===== src/rtl/bcd_digit_scanner_pkg.sv =====
// Shared definitions for the BCD digit scanner.
//   slot_state_e : phase of a digit slot (blank gap, then digit shown)
//   BCD_MAX      : largest displayable BCD code; anything above is blanked
//   ANODE_OFF    : all-anodes-off pattern, sliced to the digit count in use
//   clog2        : ceiling log2 for counter and index widths (minimum 1)
package bcd_digit_scanner_pkg;

  typedef enum logic {
    S_BLANK = 1'b0,
    S_SHOW  = 1'b1
  } slot_state_e;

  localparam logic [3:0] BCD_MAX    = 4'd9;
  localparam int         MAX_DIGITS = 8;
  localparam logic [MAX_DIGITS-1:0] ANODE_OFF = '1;

  function automatic int clog2(input int value);
    int r;
    int v;
    r = 0;
    v = value - 1;
    while (v > 0) begin
      r++;
      v = v >> 1;
    end
    return (r < 1) ? 1 : r;
  endfunction

endpackage


===== src/rtl/bcd_digit_scanner_if.sv =====
// Bus between the digit scanner and its environment.
//   digits_in  : packed BCD digits, [3:0] = digit 0
//   load       : 1-cycle strobe capturing digits_in into the pending register
//   ai..di     : BCD code to the 7-segment converter, ai = MSB
//   an         : active-low anode enables, an[0] = digit 0
//   frame_done : 1-cycle pulse on the last shown cycle of a full scan
// master = the side that supplies digits; slave = the scanner.
interface bcd_digit_scanner_if #(
  parameter int N_DIGITS = 4
);
  logic [4*N_DIGITS-1:0] digits_in;
  logic                  load;
  logic                  ai;
  logic                  bi;
  logic                  ci;
  logic                  di;
  logic [N_DIGITS-1:0]   an;
  logic                  frame_done;

  modport master (
    output digits_in, load,
    input  ai, bi, ci, di, an, frame_done
  );

  modport slave (
    input  digits_in, load,
    output ai, bi, ci, di, an, frame_done
  );
endinterface


===== src/rtl/bcd_digit_scanner_slot_timer.sv =====
// Per-slot timer: counts SLOT_CYCLES clocks per digit slot, the first
// BLANK_CYCLES of which are the blanking gap.
//   clk, rst    : clock, async active-high reset
//   show_o      : slot is currently in the SHOW phase
//   to_show_o   : last BLANK cycle (next cycle enters SHOW)
//   pre_end_o   : second-to-last cycle of the slot
//   slot_end_o  : last cycle of the slot (next cycle starts a new slot)
// The look-ahead flags let the top level register its outputs so they line
// up with the phase they belong to.
//
// state   | meaning
// S_BLANK | anodes off, BCD code settling for the slot's digit
// S_SHOW  | slot digit driven onto its anode (unless blanked)
module bcd_digit_scanner_slot_timer
  import bcd_digit_scanner_pkg::*;
#(
  parameter int SLOT_CYCLES  = 50000,
  parameter int BLANK_CYCLES = 1000
) (
  input  logic clk,
  input  logic rst,
  output logic show_o,
  output logic to_show_o,
  output logic pre_end_o,
  output logic slot_end_o
);

  localparam int CNT_W = clog2(SLOT_CYCLES);
  localparam logic [CNT_W-1:0] BLANK_LAST = CNT_W'(BLANK_CYCLES - 1);
  localparam logic [CNT_W-1:0] SLOT_LAST  = CNT_W'(SLOT_CYCLES - 1);
  localparam logic [CNT_W-1:0] SLOT_PRE   = CNT_W'(SLOT_CYCLES - 2);

  slot_state_e      state_q;
  logic [CNT_W-1:0] cnt_q;

  always_ff @(posedge clk or posedge rst) begin
    if (rst) begin
      state_q <= S_BLANK;
      cnt_q   <= '0;
    end else begin
      if (cnt_q == SLOT_LAST) begin
        cnt_q   <= '0;
        state_q <= S_BLANK;
      end else begin
        cnt_q <= cnt_q + 1'b1;
        if (state_q == S_BLANK && cnt_q == BLANK_LAST) begin
          state_q <= S_SHOW;
        end
      end
    end
  end

  assign show_o     = (state_q == S_SHOW);
  assign to_show_o  = (state_q == S_BLANK) && (cnt_q == BLANK_LAST);
  assign pre_end_o  = (cnt_q == SLOT_PRE);
  assign slot_end_o = (cnt_q == SLOT_LAST);

endmodule


===== src/rtl/bcd_digit_scanner.sv =====
// Time-multiplexes N_DIGITS packed BCD digits onto one 4-bit converter input
// and drives the active-low digit anodes, with a blanking gap at the start of
// every slot, leading-zero suppression and blanking of non-BCD codes.
// New digits are staged in a pending register and only reach the display
// register at the frame boundary, so a frame never shows a mix of old/new.
//   clk, rst : clock, async active-high reset
//   bus      : slave side of bcd_digit_scanner_if (digits_in, load in;
//              ai..di, an, frame_done out, all registered)
module bcd_digit_scanner
  import bcd_digit_scanner_pkg::*;
#(
  parameter int N_DIGITS     = 4,
  parameter int SLOT_CYCLES  = 50000,
  parameter int BLANK_CYCLES = 1000,
  parameter bit LZ_SUPPRESS  = 1'b1
) (
  input  logic                 clk,
  input  logic                 rst,
  bcd_digit_scanner_if.slave   bus
);

  localparam int IDX_W = clog2(N_DIGITS);
  localparam int DW    = 4 * N_DIGITS;
  localparam logic [IDX_W-1:0]    IDX_LAST = IDX_W'(N_DIGITS - 1);
  localparam logic [N_DIGITS-1:0] AN_OFF   = ANODE_OFF[N_DIGITS-1:0];

  logic slot_show;
  logic slot_to_show;
  logic slot_pre_end;
  logic slot_end;

  bcd_digit_scanner_slot_timer #(
    .SLOT_CYCLES  (SLOT_CYCLES),
    .BLANK_CYCLES (BLANK_CYCLES)
  ) u_timer (
    .clk        (clk),
    .rst        (rst),
    .show_o     (slot_show),
    .to_show_o  (slot_to_show),
    .pre_end_o  (slot_pre_end),
    .slot_end_o (slot_end)
  );

  logic [IDX_W-1:0]    idx_q,        idx_d;
  logic [DW-1:0]       disp_q,       disp_d;
  logic [DW-1:0]       pend_q,       pend_d;
  logic                pend_flag_q,  pend_flag_d;
  logic [N_DIGITS-1:0] an_q,         an_d;
  logic [3:0]          bcd_q,        bcd_d;
  logic                frame_done_q, frame_done_d;

  logic       wrap;
  logic       show_d;
  logic [3:0] digit_d;
  logic       higher_zero;
  logic       blank_d;

  // Outputs are computed from the next-cycle slot state so that, once
  // registered, they coincide with the phase they describe.
  always_comb begin
    wrap = slot_end && (idx_q == IDX_LAST);

    idx_d = idx_q;
    if (slot_end) begin
      idx_d = wrap ? '0 : idx_q + 1'b1;
    end

    pend_d      = bus.load ? bus.digits_in : pend_q;
    pend_flag_d = pend_flag_q | bus.load;
    disp_d      = disp_q;
    if (wrap) begin
      pend_flag_d = 1'b0;
      // A load on the wrap cycle itself wins over the older pending value.
      if (bus.load) begin
        disp_d = bus.digits_in;
      end else if (pend_flag_q) begin
        disp_d = pend_q;
      end
    end

    show_d  = !slot_end && (slot_to_show || slot_show);
    digit_d = disp_d[{idx_d, 2'b00} +: 4];

    higher_zero = 1'b1;
    for (int i = 0; i < N_DIGITS; i++) begin
      if (IDX_W'(i) > idx_d && disp_d[4*i +: 4] != 4'd0) begin
        higher_zero = 1'b0;
      end
    end

    blank_d = (digit_d > BCD_MAX) ||
              (LZ_SUPPRESS && digit_d == 4'd0 && higher_zero && idx_d != '0);

    an_d = AN_OFF;
    if (show_d && !blank_d) begin
      an_d[idx_d] = 1'b0;
    end

    bcd_d        = digit_d;
    frame_done_d = slot_pre_end && (idx_q == IDX_LAST);
  end

  always_ff @(posedge clk or posedge rst) begin
    if (rst) begin
      idx_q        <= '0;
      disp_q       <= '0;
      pend_q       <= '0;
      pend_flag_q  <= 1'b0;
      an_q         <= AN_OFF;
      bcd_q        <= 4'd0;
      frame_done_q <= 1'b0;
    end else begin
      idx_q        <= idx_d;
      disp_q       <= disp_d;
      pend_q       <= pend_d;
      pend_flag_q  <= pend_flag_d;
      an_q         <= an_d;
      bcd_q        <= bcd_d;
      frame_done_q <= frame_done_d;
    end
  end

  assign bus.ai         = bcd_q[3];
  assign bus.bi         = bcd_q[2];
  assign bus.ci         = bcd_q[1];
  assign bus.di         = bcd_q[0];
  assign bus.an         = an_q;
  assign bus.frame_done = frame_done_q;

endmodule


===== src/flat_wrapper.sv =====
// flat-port wrapper written by rule: the top's interface ports become plain ports
module bcd_digit_scanner_flat import bcd_digit_scanner_pkg::*;
#(
  parameter int N_DIGITS     = 4,
  parameter int SLOT_CYCLES  = 50000,
  parameter int BLANK_CYCLES = 1000,
  parameter bit LZ_SUPPRESS  = 1'b1
)
  (clk, rst, bus_digits_in, bus_load, bus_ai, bus_bi, bus_ci, bus_di, bus_an, bus_frame_done);
  bcd_digit_scanner_if #(.N_DIGITS(N_DIGITS)) bus_i ();
  input  logic clk;
  input  logic rst;
  input wire logic [$bits(bus_i.digits_in)-1:0] bus_digits_in;
  input wire logic [$bits(bus_i.load)-1:0] bus_load;
  output wire logic [$bits(bus_i.ai)-1:0] bus_ai;
  output wire logic [$bits(bus_i.bi)-1:0] bus_bi;
  output wire logic [$bits(bus_i.ci)-1:0] bus_ci;
  output wire logic [$bits(bus_i.di)-1:0] bus_di;
  output wire logic [$bits(bus_i.an)-1:0] bus_an;
  output wire logic [$bits(bus_i.frame_done)-1:0] bus_frame_done;
  assign bus_i.digits_in = bus_digits_in;
  assign bus_i.load = bus_load;
  assign bus_ai = bus_i.ai;
  assign bus_bi = bus_i.bi;
  assign bus_ci = bus_i.ci;
  assign bus_di = bus_i.di;
  assign bus_an = bus_i.an;
  assign bus_frame_done = bus_i.frame_done;
  bcd_digit_scanner #(.N_DIGITS(N_DIGITS), .SLOT_CYCLES(SLOT_CYCLES), .BLANK_CYCLES(BLANK_CYCLES), .LZ_SUPPRESS(LZ_SUPPRESS)) u_core (.clk(clk), .rst(rst), .bus(bus_i));
endmodule

===== config.mk =====
export PLATFORM = sky130hd
export DESIGN_NAME = bcd_digit_scanner_flat
export DESIGN_NICKNAME = d
export VERILOG_FILES = /design/src/rtl/bcd_digit_scanner_pkg.sv /design/src/rtl/bcd_digit_scanner_if.sv /design/src/rtl/bcd_digit_scanner_slot_timer.sv /design/src/rtl/bcd_digit_scanner.sv /design/src/flat_wrapper.sv
export SDC_FILE = /design/constraint.sdc
export NUM_CORES = 1
export LEC_CHECK = 0
export CAP_MARGIN = 25
export CORE_UTILIZATION = 25
export DETAILED_ROUTE_END_ITERATION = 8
export PLACE_DENSITY = 0.44
export SYNTH_ARGS = -nofsm -noshare
export SYNTH_HDL_FRONTEND = slang
export SYNTH_HIERARCHICAL = 1
export SYNTH_SLANG_ARGS = --single-unit

===== constraint.sdc =====
create_clock -name clk -period 7.3 [get_ports clk]
set_input_delay 1.46 -clock clk [delete_from_list [all_inputs] [get_ports clk]]
set_output_delay 1.46 -clock clk [all_outputs]
set_load 0.05 [all_outputs]

==> metrics.txt <==
Yosys cell types 51; max-slew violation count 0; Arr. time, crit path 4.32 ns; post-placement cell count 387; # Max-Cap Violations 0; Reg2Reg Depth 9; reg2reg end u_core/bus.an[1]$_DFF_PP1_; PostCTS Resize Cnt 0; Setup Skew 0.00706 ns; Synth Warn # 6; commonest non-fill, non-tap cell in the layout dfrtp_1; first-pass GRT wire length 9.57 mm; Yosys top cell area share 50.6%; wire length per cell 14.7 um; top post-synthesis cells by area dfrtp_1 51%, mux2_2 7.6%, dfstp_2 3.7%, mux4_2 2.4%, xnor2_1 2.2%; FF-to-FF Start u_core/u_timer/cnt_q[11]$_DFF_PP0_; initial drt markers 56; remaining global-route overflow 0; Post-CTS Setup Bufs 0; placed inst area 3220 um2; Worst-Skew Late Latency 0.34 ns; CTS buffer count 9; Die Area 11700 um2; post-synthesis cell count 227; CP Class in2reg; Post-Synth Simple-Gate Area 14.6%; Starting Density 25.9%; synthesis-to-finish area growth 21.6%; Post-Syn Nets 250; Fin. Hold Viols 0; largest net degree at the start of global routing 45; clock buffer depth 2; mux contribution to synthesized area 14.4%; Final Setup Violations 0; Synth Area in XOR/XNOR 3.11%; slew margin rel. 49.3%; initial antenna violation count 0; Die Width 108 um; Hold Path End u_core/disp_q[0]$_DFF_PP0_; final period utilization 55.7%; r2r setup slk 3.83 ns; final WL 5.93 mm; fin area 3430 um2; clock sinks 61; main combinational cell family by area after synthesis simple AND/OR/NAND/NOR gates; Avg Inst Size Synth 12.4 um2; fin crit period 4.07 ns; worst-case vdd ir drop 0.0635 mV; Final ANT Viol Nets 0; Seq cells post-synth 61; share of layout cells above drive strength 1 23.9%; hold_sp u_core/disp_q[0]$_DFF_PP0_; TritonCTS clock tree yes; register area share after synthesis 54.4%; post-synthesis compound-gate area fraction 8.08%; fmax 246 MHz; row count 38; P per Cell Area 198 nW/um2; I/O pin count 28; drt pass-1 iters 4; core area 10900 um2; Leak 1.48 nW; via count 1854; gpl congestion 0.782; leading cell types in the layout, fill and taps excluded 57 x dfrtp_1, 27 x clkdlybuf4s50_1, 19 x mux2_2; crit path max fanout 21; placed wire-length estimate 4.21 mm; CTS HTree Levels 3; number of global-route vias before repair 1860; Startpoint Class primary input; Adder-Cell Fraction of Synth Area 1.78%; status completed; clk slew on worst S/H paths 0.07 ns; cts hold-fix bufs 0; TNS Setup 0 ns; largest area contributor in the netlist dfrtp_1; post-route insts no fill 404; FILL cells 1116; RSZ-0062 raised after global routing false; vias per inst 4.59; synthesized area 2820 um2; CTS root buffer clkbuf_8; CP Capture Type flip-flop; post-route DRC violation count 0; die height 108 um; gr usage total 11.0%; Required @ worst endpoint 7.55 ns; hold crit path type reg2reg; ANT cells 0; Port Buffers 27; actual slew at the worst max-slew pin 0.754 ns; hold depth 2; nets@finish 282
==> metrics by stage <==
stage               util [%]  hold slack [ns]  setup WS (ns)  total power (W)
finish                  31.5            0.488           3.23         0.000678
global route            31.5            0.511           3.11         0.000711
CTS                     31.3            0.496           3.22         0.000687
detailed placement      29.5            0.478           2.84         0.000392
global placement        29.5            0.474           2.90         0.000391
floorplan                  -            0.441           3.90         0.000374
==> cells in the mapped netlist (all sizes together) <==
cell type and count:
nor2 16, mux2i 6, a211oi 2, nand2 10, or3 1, o22ai 9, ha 4, a21oi 6
dfrtp 57, nor3 2, o41ai 1, nand4b 3, inv 11, nand4 4, clkbuf 4, a2bb2oi 1
or4 3, mux4 3, o21ai 5, xor2 3, dfstp 4, o211ai 4, o221ai 2, and2 3
nor4 2, o31ai 2, and4 5, mux2 23, xnor2 7, and3 4, nand4bb 1, nand3 10
or2 3, or4b 1, buf 5
==> final cells by class <==
| class | instances | area (um2) | area share [%] |
|---|---|---|---|
| Tap cell | 140 | 175 | 5.11 |
| Sequential cell | 61 | 1530 | 44.7 |
| Timing Repair Buffer | 30 | 305 | 8.91 |
| Inverter | 11 | 41.3 | 1.20 |
| Clock inverter | 6 | 63.8 | 1.86 |
| Clock buffer | 10 | 128 | 3.72 |
| Multi-Input combinational cell | 146 | 1180 | 34.5 |
==> layer usage <==
layer | global-route usage [%] | up-vias | share of wire (%)
met5 | 0 | - | 0
met2 | 16.7 | 48 | 46
met1 | 14.4 | 907 | 48
met3 | 3.07 | 8 | 4.8
met4 | 4.99 | 0 | 1.5
li1 | - | 891 | -
==> how the worst max path moves through the flow <==
stage	start	end	slack [ns]	depth (start not counted)
global placement	bus_load	u_core/bus.an[0]$_DFF_PP1_	2.90	8
CTS	bus_load	u_core/bus.an[1]$_DFF_PP1_	3.22	8
detailed placement	bus_load	u_core/bus.an[1]$_DFF_PP1_	2.84	8
global route	bus_load	u_core/bus.an[1]$_DFF_PP1_	3.11	8
finish	bus_load	u_core/bus.an[1]$_DFF_PP1_	3.23	8
floorplan	bus_load	u_core/bus.an[1]$_DFF_PP1_	3.90	7
==> sequential cells by signal, summed over array words and instances, names as in the netlist <==
register,cells
u_core/bus.frame_done,1
u_core/bus.an,4
u_core/pend_q,16
u_core/disp_q,16
u_core/u_timer/cnt_q,16
u_core/u_timer/show_o,1
u_core/idx_q,2
u_core/pend_flag_q,1
u_core/bcd_q,4
==> cells by family (layout without fill, tap and decap cells) <==
group / after synthesis / after routing
AO/OA/AOI/OAI: 32 / 32
multiplexers: 32 / 32
buffers and inverters: 20 / 57
adder cells (fa/ha/maj): 4 / 4
XOR/XNOR: 10 / 10
flip-flops: 61 / 61
AND/OR/NAND/NOR: 68 / 68
==> critical path, stage by stage <==
cell and delay, ns:
clkdlybuf4s50_1 0.39, buf_4 0.23, o211ai_2 0.59, mux2_2 0.43
mux4_2 0.48, or2_4 0.30, a211oi_4 0.29, o211ai_1 0.14
==> report_power, final <==
group	internal, W	total (W)	leakage [nW]	switching (W)
Combinational	0.0000193	0.0000355	0.606	0.0000162
Clock	0.000157	0.000293	0.0923	0.000136
Sequential	0.000347	0.000349	0.783	0.00000271
Total	0.000523	0.000678	1.48	0.000155
Power figures use the tool's default switching activity.
